**config.mk**
```make
export PLATFORM = sky130hd
export DESIGN_NAME = matrix_bank_flat
export DESIGN_NICKNAME = d
export VERILOG_FILES = /design/src/rtl/matrix_bank_if.sv /design/src/rtl/matrix_bank.sv /design/src/flat_wrapper.sv
export SDC_FILE = /design/constraint.sdc
export NUM_CORES = 1
export LEC_CHECK = 0
export BUFFER_PORTS_ARGS = -buffer_cell sky130_fd_sc_hd__buf_4
export CAP_MARGIN = 15
export CELL_PAD_IN_SITES_DETAIL_PLACEMENT = 2
export CELL_PAD_IN_SITES_GLOBAL_PLACEMENT = 2
export CORE_ASPECT_RATIO = 1.4
export CORE_UTILIZATION = 45
export CTS_BUF_LIST = sky130_fd_sc_hd__clkbuf_16
export CTS_CLUSTER_DIAMETER = 100
export DETAILED_ROUTE_END_ITERATION = 6
export GPL_TIMING_DRIVEN = 0
export HOLD_SLACK_MARGIN = 0.1
export PLACE_DENSITY_LB_ADDON = 0.1
export SYNTH_ARGS = -nofsm -noshare
export SYNTH_HDL_FRONTEND = slang
export SYNTH_SLANG_ARGS = --single-unit
```
**constraint.sdc**
```tcl
create_clock -name clk -period 2.8 [get_ports clk]
set_clock_uncertainty 0.15 [all_clocks]
set_input_delay 0.28 -clock clk [delete_from_list [all_inputs] [get_ports clk]]
set_output_delay 0.28 -clock clk [all_outputs]
set_load 0.01 [all_outputs]
```
**src/rtl/matrix_bank_if.sv**
```systemverilog
`default_nettype none
// ============================================================================
//  Module      : matrix_bank_if
//  Description : Bundles the loader stream port and the cell-engine read port
//                of one matrix_bank.
//                master : host loader / cell engine side (drives requests)
//                slave  : matrix_bank side (drives status and read data)
//  Signals     : load_start, cols_m1, rows_m1, wr_valid, wr_data -> bank
//                wr_ready, busy, loaded, dim_cols_m1, dim_rows_m1 <- bank
//                rx, ry, read -> bank ; out, rd_err <- bank
//  Revision    : 1.0  initial release
// ============================================================================
interface matrix_bank_if #(
    parameter int maxWidthLen = 2,
    parameter int sizeValue   = 16
);
    logic                   load_start;
    logic [maxWidthLen-1:0] cols_m1;
    logic [maxWidthLen-1:0] rows_m1;
    logic                   wr_valid;
    logic [sizeValue-1:0]   wr_data;
    logic                   wr_ready;
    logic                   busy;
    logic                   loaded;
    logic [maxWidthLen-1:0] dim_cols_m1;
    logic [maxWidthLen-1:0] dim_rows_m1;
    logic [maxWidthLen-1:0] rx;
    logic [maxWidthLen-1:0] ry;
    logic                   read;
    logic [sizeValue-1:0]   out;
    logic                   rd_err;

    modport master (
        output load_start, cols_m1, rows_m1, wr_valid, wr_data, rx, ry, read,
        input  wr_ready, busy, loaded, dim_cols_m1, dim_rows_m1, out, rd_err
    );

    modport slave (
        input  load_start, cols_m1, rows_m1, wr_valid, wr_data, rx, ry, read,
        output wr_ready, busy, loaded, dim_cols_m1, dim_rows_m1, out, rd_err
    );
endinterface
`default_nettype wire

```
**src/rtl/matrix_bank.sv**
```systemverilog
`default_nettype none
// ============================================================================
//  Module      : matrix_bank
//  Description : Single-matrix storage bank. A load FSM accepts row-major
//                values over a valid/ready stream, auto-increments the
//                column/row write counters and latches the dimensions. A
//                registered read port returns mem[{ry,rx}] one cycle after
//                each read strobe, in every state.
//  Ports       : clk  - clock, rising edge
//                rst  - asynchronous active-high reset
//                bus  - matrix_bank_if.slave (load stream, status, read port)
//  Options     : MATRIX_BANK_BOUNDS_EN - when defined, reads outside the
//                latched dimensions return 0 with rd_err = 1; otherwise
//                rd_err is tied low and raw memory words are returned.
//  Revision    : 1.0  initial release
// ============================================================================
module matrix_bank #(
    parameter int maxWidthLen = 2,
    parameter int sizeValue   = 16
) (
    input  wire logic      clk,
    input  wire logic      rst,
    matrix_bank_if.slave   bus
);
    localparam int                     c_DEPTH = 1 << (2 * maxWidthLen);
    localparam logic [maxWidthLen-1:0] c_ONE   = {{(maxWidthLen-1){1'b0}}, 1'b1};

    typedef enum logic [1:0] {
        ST_IDLE = 2'd0,
        ST_LOAD = 2'd1,
        ST_DONE = 2'd2
    } state_t;

    state_t                 r_state;
    state_t                 w_state_nxt;
    logic [maxWidthLen-1:0] r_wx;
    logic [maxWidthLen-1:0] r_wy;
    logic [maxWidthLen-1:0] w_wx_nxt;
    logic [maxWidthLen-1:0] w_wy_nxt;
    logic [maxWidthLen-1:0] r_dim_cols;
    logic [maxWidthLen-1:0] r_dim_rows;
    logic [maxWidthLen-1:0] w_dim_cols_nxt;
    logic [maxWidthLen-1:0] w_dim_rows_nxt;
    logic                   r_loaded;
    logic                   w_loaded_nxt;
    logic                   w_accept;

    // Storage is deliberately not reset so contents survive rst and reloads.
    logic [sizeValue-1:0]   r_mem [c_DEPTH];
    logic [sizeValue-1:0]   r_out;

    assign w_accept = (r_state == ST_LOAD) && bus.wr_valid;

    // ------------------------------------------------------------------
    // Load FSM: next-state and counter logic
    // ------------------------------------------------------------------
    always_comb begin
        w_state_nxt    = r_state;
        w_wx_nxt       = r_wx;
        w_wy_nxt       = r_wy;
        w_dim_cols_nxt = r_dim_cols;
        w_dim_rows_nxt = r_dim_rows;
        w_loaded_nxt   = r_loaded;
        case (r_state)
            ST_IDLE: begin
                if (bus.load_start) begin
                    w_dim_cols_nxt = bus.cols_m1;
                    w_dim_rows_nxt = bus.rows_m1;
                    w_wx_nxt       = '0;
                    w_wy_nxt       = '0;
                    w_loaded_nxt   = 1'b0;
                    w_state_nxt    = ST_LOAD;
                end
            end
            ST_LOAD: begin
                if (w_accept) begin
                    if (r_wx == r_dim_cols) begin
                        // End of a row; the last row's wrap is harmless
                        // because the FSM leaves LOAD on that beat.
                        w_wx_nxt = '0;
                        w_wy_nxt = r_wy + c_ONE;
                        if (r_wy == r_dim_rows) begin
                            w_state_nxt = ST_DONE;
                        end
                    end else begin
                        w_wx_nxt = r_wx + c_ONE;
                    end
                end
            end
            ST_DONE: begin
                w_loaded_nxt = 1'b1;
                w_state_nxt  = ST_IDLE;
            end
            default: begin
                w_state_nxt = ST_IDLE;
            end
        endcase
    end

    // ------------------------------------------------------------------
    // Load FSM: state register
    // ------------------------------------------------------------------
    always_ff @(posedge clk or posedge rst) begin
        if (rst) begin
            r_state    <= ST_IDLE;
            r_wx       <= '0;
            r_wy       <= '0;
            r_dim_cols <= '0;
            r_dim_rows <= '0;
            r_loaded   <= 1'b0;
        end else begin
            r_state    <= w_state_nxt;
            r_wx       <= w_wx_nxt;
            r_wy       <= w_wy_nxt;
            r_dim_cols <= w_dim_cols_nxt;
            r_dim_rows <= w_dim_rows_nxt;
            r_loaded   <= w_loaded_nxt;
        end
    end

    // ------------------------------------------------------------------
    // Storage write port (row-major {wy, wx})
    // ------------------------------------------------------------------
    always_ff @(posedge clk) begin
        if (w_accept) begin
            r_mem[{r_wy, r_wx}] <= bus.wr_data;
        end
    end

    // ------------------------------------------------------------------
    // Registered read port. Non-blocking update means a same-address
    // write in the same cycle is not yet visible: the old word is read.
    // ------------------------------------------------------------------
`ifdef MATRIX_BANK_BOUNDS_EN
    logic r_rd_err;
    logic w_oob;

    assign w_oob = (bus.rx > r_dim_cols) || (bus.ry > r_dim_rows);

    always_ff @(posedge clk or posedge rst) begin
        if (rst) begin
            r_out    <= '0;
            r_rd_err <= 1'b0;
        end else if (bus.read) begin
            if (w_oob) begin
                r_out    <= '0;
                r_rd_err <= 1'b1;
            end else begin
                r_out    <= r_mem[{bus.ry, bus.rx}];
                r_rd_err <= 1'b0;
            end
        end
    end

    assign bus.rd_err = r_rd_err;
`else
    always_ff @(posedge clk or posedge rst) begin
        if (rst) begin
            r_out <= '0;
        end else if (bus.read) begin
            r_out <= r_mem[{bus.ry, bus.rx}];
        end
    end

    assign bus.rd_err = 1'b0;
`endif

    assign bus.out         = r_out;
    assign bus.wr_ready    = (r_state == ST_LOAD);
    assign bus.busy        = (r_state == ST_LOAD);
    assign bus.loaded      = r_loaded;
    assign bus.dim_cols_m1 = r_dim_cols;
    assign bus.dim_rows_m1 = r_dim_rows;

endmodule
`default_nettype wire
```
**src/flat_wrapper.sv**
```systemverilog
// flat-port wrapper written by rule: the top's interface ports become plain ports
module matrix_bank_flat 
#(
    parameter int maxWidthLen = 2,
    parameter int sizeValue   = 16
)
  (clk, rst, bus_load_start, bus_cols_m1, bus_rows_m1, bus_wr_valid, bus_wr_data, bus_rx, bus_ry, bus_read, bus_wr_ready, bus_busy, bus_loaded, bus_dim_cols_m1, bus_dim_rows_m1, bus_out, bus_rd_err);
  matrix_bank_if #(.maxWidthLen(maxWidthLen), .sizeValue(sizeValue)) bus_i ();
  input  wire logic clk;
  input  wire logic rst;
  input wire logic [$bits(bus_i.load_start)-1:0] bus_load_start;
  input wire logic [$bits(bus_i.cols_m1)-1:0] bus_cols_m1;
  input wire logic [$bits(bus_i.rows_m1)-1:0] bus_rows_m1;
  input wire logic [$bits(bus_i.wr_valid)-1:0] bus_wr_valid;
  input wire logic [$bits(bus_i.wr_data)-1:0] bus_wr_data;
  input wire logic [$bits(bus_i.rx)-1:0] bus_rx;
  input wire logic [$bits(bus_i.ry)-1:0] bus_ry;
  input wire logic [$bits(bus_i.read)-1:0] bus_read;
  output wire logic [$bits(bus_i.wr_ready)-1:0] bus_wr_ready;
  output wire logic [$bits(bus_i.busy)-1:0] bus_busy;
  output wire logic [$bits(bus_i.loaded)-1:0] bus_loaded;
  output wire logic [$bits(bus_i.dim_cols_m1)-1:0] bus_dim_cols_m1;
  output wire logic [$bits(bus_i.dim_rows_m1)-1:0] bus_dim_rows_m1;
  output wire logic [$bits(bus_i.out)-1:0] bus_out;
  output wire logic [$bits(bus_i.rd_err)-1:0] bus_rd_err;
  assign bus_i.load_start = bus_load_start;
  assign bus_i.cols_m1 = bus_cols_m1;
  assign bus_i.rows_m1 = bus_rows_m1;
  assign bus_i.wr_valid = bus_wr_valid;
  assign bus_i.wr_data = bus_wr_data;
  assign bus_i.rx = bus_rx;
  assign bus_i.ry = bus_ry;
  assign bus_i.read = bus_read;
  assign bus_wr_ready = bus_i.wr_ready;
  assign bus_busy = bus_i.busy;
  assign bus_loaded = bus_i.loaded;
  assign bus_dim_cols_m1 = bus_i.dim_cols_m1;
  assign bus_dim_rows_m1 = bus_i.dim_rows_m1;
  assign bus_out = bus_i.out;
  assign bus_rd_err = bus_i.rd_err;
  matrix_bank #(.maxWidthLen(maxWidthLen), .sizeValue(sizeValue)) u_core (.clk(clk), .rst(rst), .bus(bus_i));
endmodule
```
==> qor.yml <==
place:
  port_buffers: 47
  hpwlAfterDp_um: 16940
  place.gp.congestion: 0.7235
grt:
  grt_pass1_vias: 6116
  gr-usage-all-layers: 0.2250
  gr-total-overflow: 0
  grt_pass1_wl_um: 40240
  grt_max_degree: 28
  antenna_found_initial: 0
timing:
  drv_slew: 0
  period_minus_slack_ns: 2.685
  period_share: 0.9588
  fmax_mhz: 372.5
  finalSetupViolCount: 0
  worstMarginPinSlew_ns: 1.128
  slew_headroom: 0.2483
  hold_viol: 0
  rsz0062_at_grt: "false"
  final.setup.tns_ns: 0
final_layout:
  drive_above_1_share: 0.3056
  syn_to_final_growth_pct: 16.38
  nFillCells: 2060
  nets: 642
detailed_routing:
  drt_iter0_drc: 344
  ant_nets: 0
  routed_wirelength_um: 26760
  first_pass_iters: 7
  detail_route.wl_per_cell_um: 28.59
  num_vias: 5325
  viasPerCell: 5.689
  drc_errors: 0
yosys:
  yosys.area.top_type: "edfxtp_1"
  syn_area_per_cell_um2: 21.81
  yosysTopAreaCellShare: 0.6994
  syn_nets: 541
  synth_seq_cells: 283
  yosys-top-cells-area: "edfxtp_1 (70%), mux4_2 (12%), dfrtp_1 (6.1%)"
  ys_types: 33
  yosysWarnings: 0
  async_flop_share: 0.09541
  yosysSeqAreaShare: 0.7608
  ys.flop_type: "edfxtp_1"
  synth.most_common_cell: "edfxtp_1"
  synth.cell_area_um2: 10990
  syn_inst: 504
  synth_edf_count: 256
  synth_common_cells: "edfxtp_1 (256), mux4_2 (57), dfrtp_1 (27)"
clock_network:
  htreeDepth: 1
  cts_tree: "yes"
  cts.reportedPaths.clkPinSlew_ns: 0.06
  cts_buffers: 27
  clock_latency_ns: 0.52
  cts_buffer_depth: 3
  cts.sinks: 283
  post_cts_buffers: 0
  cts-root-buf: "clkbuf_16"
pwr:
  clock_power_share: 0.341
  irDropWorstVdd_mv: 0.5285
  p_per_area_nw_per_um2: 760.1
  switching_power_mw: 2.383
  p_int_mw: 7.340
  p_comb_frac: 0.131
  p_seq_frac: 0.528
  total_power_mw: 9.723
  p_leak_nw: 4.336
  swShare: 0.2451
setup_path:
  crit_fanout: 16
  worstPathRequired_ns: 2.79
  rr_startpoint: "u_core.r_state[1]"
  crit_path_start_kind: "register"
  cp-startpoint: "u_core.r_state[1]"
  critical_path_class: "register to register"
  end_kind: "register"
  cp.arrival_ns: 2.68
run_status:
  status: "complete, no violations"
die:
  fp.dieH_um: 186.9
  ios: 53
  start_util: 0.4585
  fp-row-count: 67
  die_area_um2: 25060
  fp.dieW_um: 134.1
  fp.coreArea_um2: 23980
run:
  cap_violations: 0
worst_hold_path:
  hp-class: "input pin to asynchronous set/reset pin"
power groups by stage:
stage | Sequential, mW | Clock [mW] | Combinational (mW)
after detailed placement | 5.23 | 0 | 1.26
after floorplan | 5.19 | 0 | 0.700
after CTS | 5.15 | 3.38 | 1.29
after global placement | 5.20 | 0 | 1.18
final | 5.14 | 3.31 | 1.27
after global routing | 5.17 | 3.55 | 1.38
kinds of logic after synthesis:
group	count (synthesis)	share of synthesized area
compound gates	53	0.03335
xor+xnor	4	0.003188
fa+ha+maj	8	0.009107
buf+inv	37	0.02003
flops	283	0.7608
mux	86	0.1561
other cells	1	0.0003412
simple gates	32	0.01707
final timing paths:
kind | end | slack [ns] | cells after the start
max | u_core.r_mem[4][9] | 0.12 | 4
min | u_core.bus.out[9] | 0.12 | 3
max reg2reg | u_core.r_mem[4][9] | 0.12 | 4
min reg2reg | u_core.bus.dim_cols_m1[1] | 0.42 | 1
max in group asynchronous | u_core.bus.dim_rows_m1[1] | 1.94 | 4
min in group clk | u_core.bus.out[1] | 0.15 | 4
per-layer routing:
metal / up-vias / part of all wire / GRT usage
met5: - / 0 / 0
met4: 0 / 0.015 / 0.05445
met3: 34 / 0.033 / 0.02114
met2: 95 / 0.54 / 0.4037
met1: 2887 / 0.42 / 0.2943
li1: 2309 / - / -
what timing repair did:
action,in CTS,in global routing
gates resized for setup,0,1
hold endpoints to repair,291,0
hold buffers,24,0
setup endpoints to repair,0,11
through the flow:
step	util	hold slack [ns]	setup slack [ns]	std cells	cell area [um2]
2_1_floorplan	-	0.1827	0.8017	504	10990
3_3_place_gp	0.4894	0.3560	0.2143	861	11730
3_5_place_dp	0.4894	0.3709	0.1084	861	11730
4_1_cts	0.5323	0.1322	0.09644	934	12760
5_1_grt	0.5335	0.1366	0.007031	935	12790
6_report	0.5336	0.1233	0.1154	936	12790
area by class of cell:
cell class / instances / area [um2] / share of cell area
diodes: 1 / 2.502 / 0.0001956
plain buffers: 29 / 190.2 / 0.01487
clock buffers: 27 / 675.6 / 0.05282
clock inverters: 22 / 112.6 / 0.008803
inverters: 8 / 30.03 / 0.002347
multi-input cells: 184 / 2410 / 0.1884
flip-flops and latches: 283 / 8363 / 0.6538
well taps: 310 / 387.9 / 0.03032
repair buffers: 72 / 620.6 / 0.04851
layout by cell type, fill, tap and decap left out, drive strengths merged, types with 2 or more instances in the layout:
master,synthesis,final
nand2,4,4
ha,8,8
mux2,22,22
edfxtp,256,256
buf,23,71
xnor2,2,2
nor2,4,4
clkbuf,6,33
and3,17,17
mux4,64,64
o22ai,32,32
inv,8,15
o21ai,3,3
a21oi,16,16
clkinv,0,14
xor2,2,2
dfrtp,27,27
dlygate4sd3,0,24
critical path, cell delays in order (launching register included):
cell,delay [ns]
dfrtp_1,0.43
and3b_1,0.23
clkbuf_2,0.21
clkbuf_1,0.32
and3_1,0.94
flip-flops by register name, summed over array words and instances (netlist names):
signal and cells:
u_core.bus.dim_cols_m1 2, u_core.bus.dim_rows_m1 2, u_core.bus.loaded 1, u_core.bus.out 16, u_core.r_mem 256, u_core.r_state 2, u_core.r_wx 2, u_core.r_wy 2
Power figures use the tool's default switching activity.
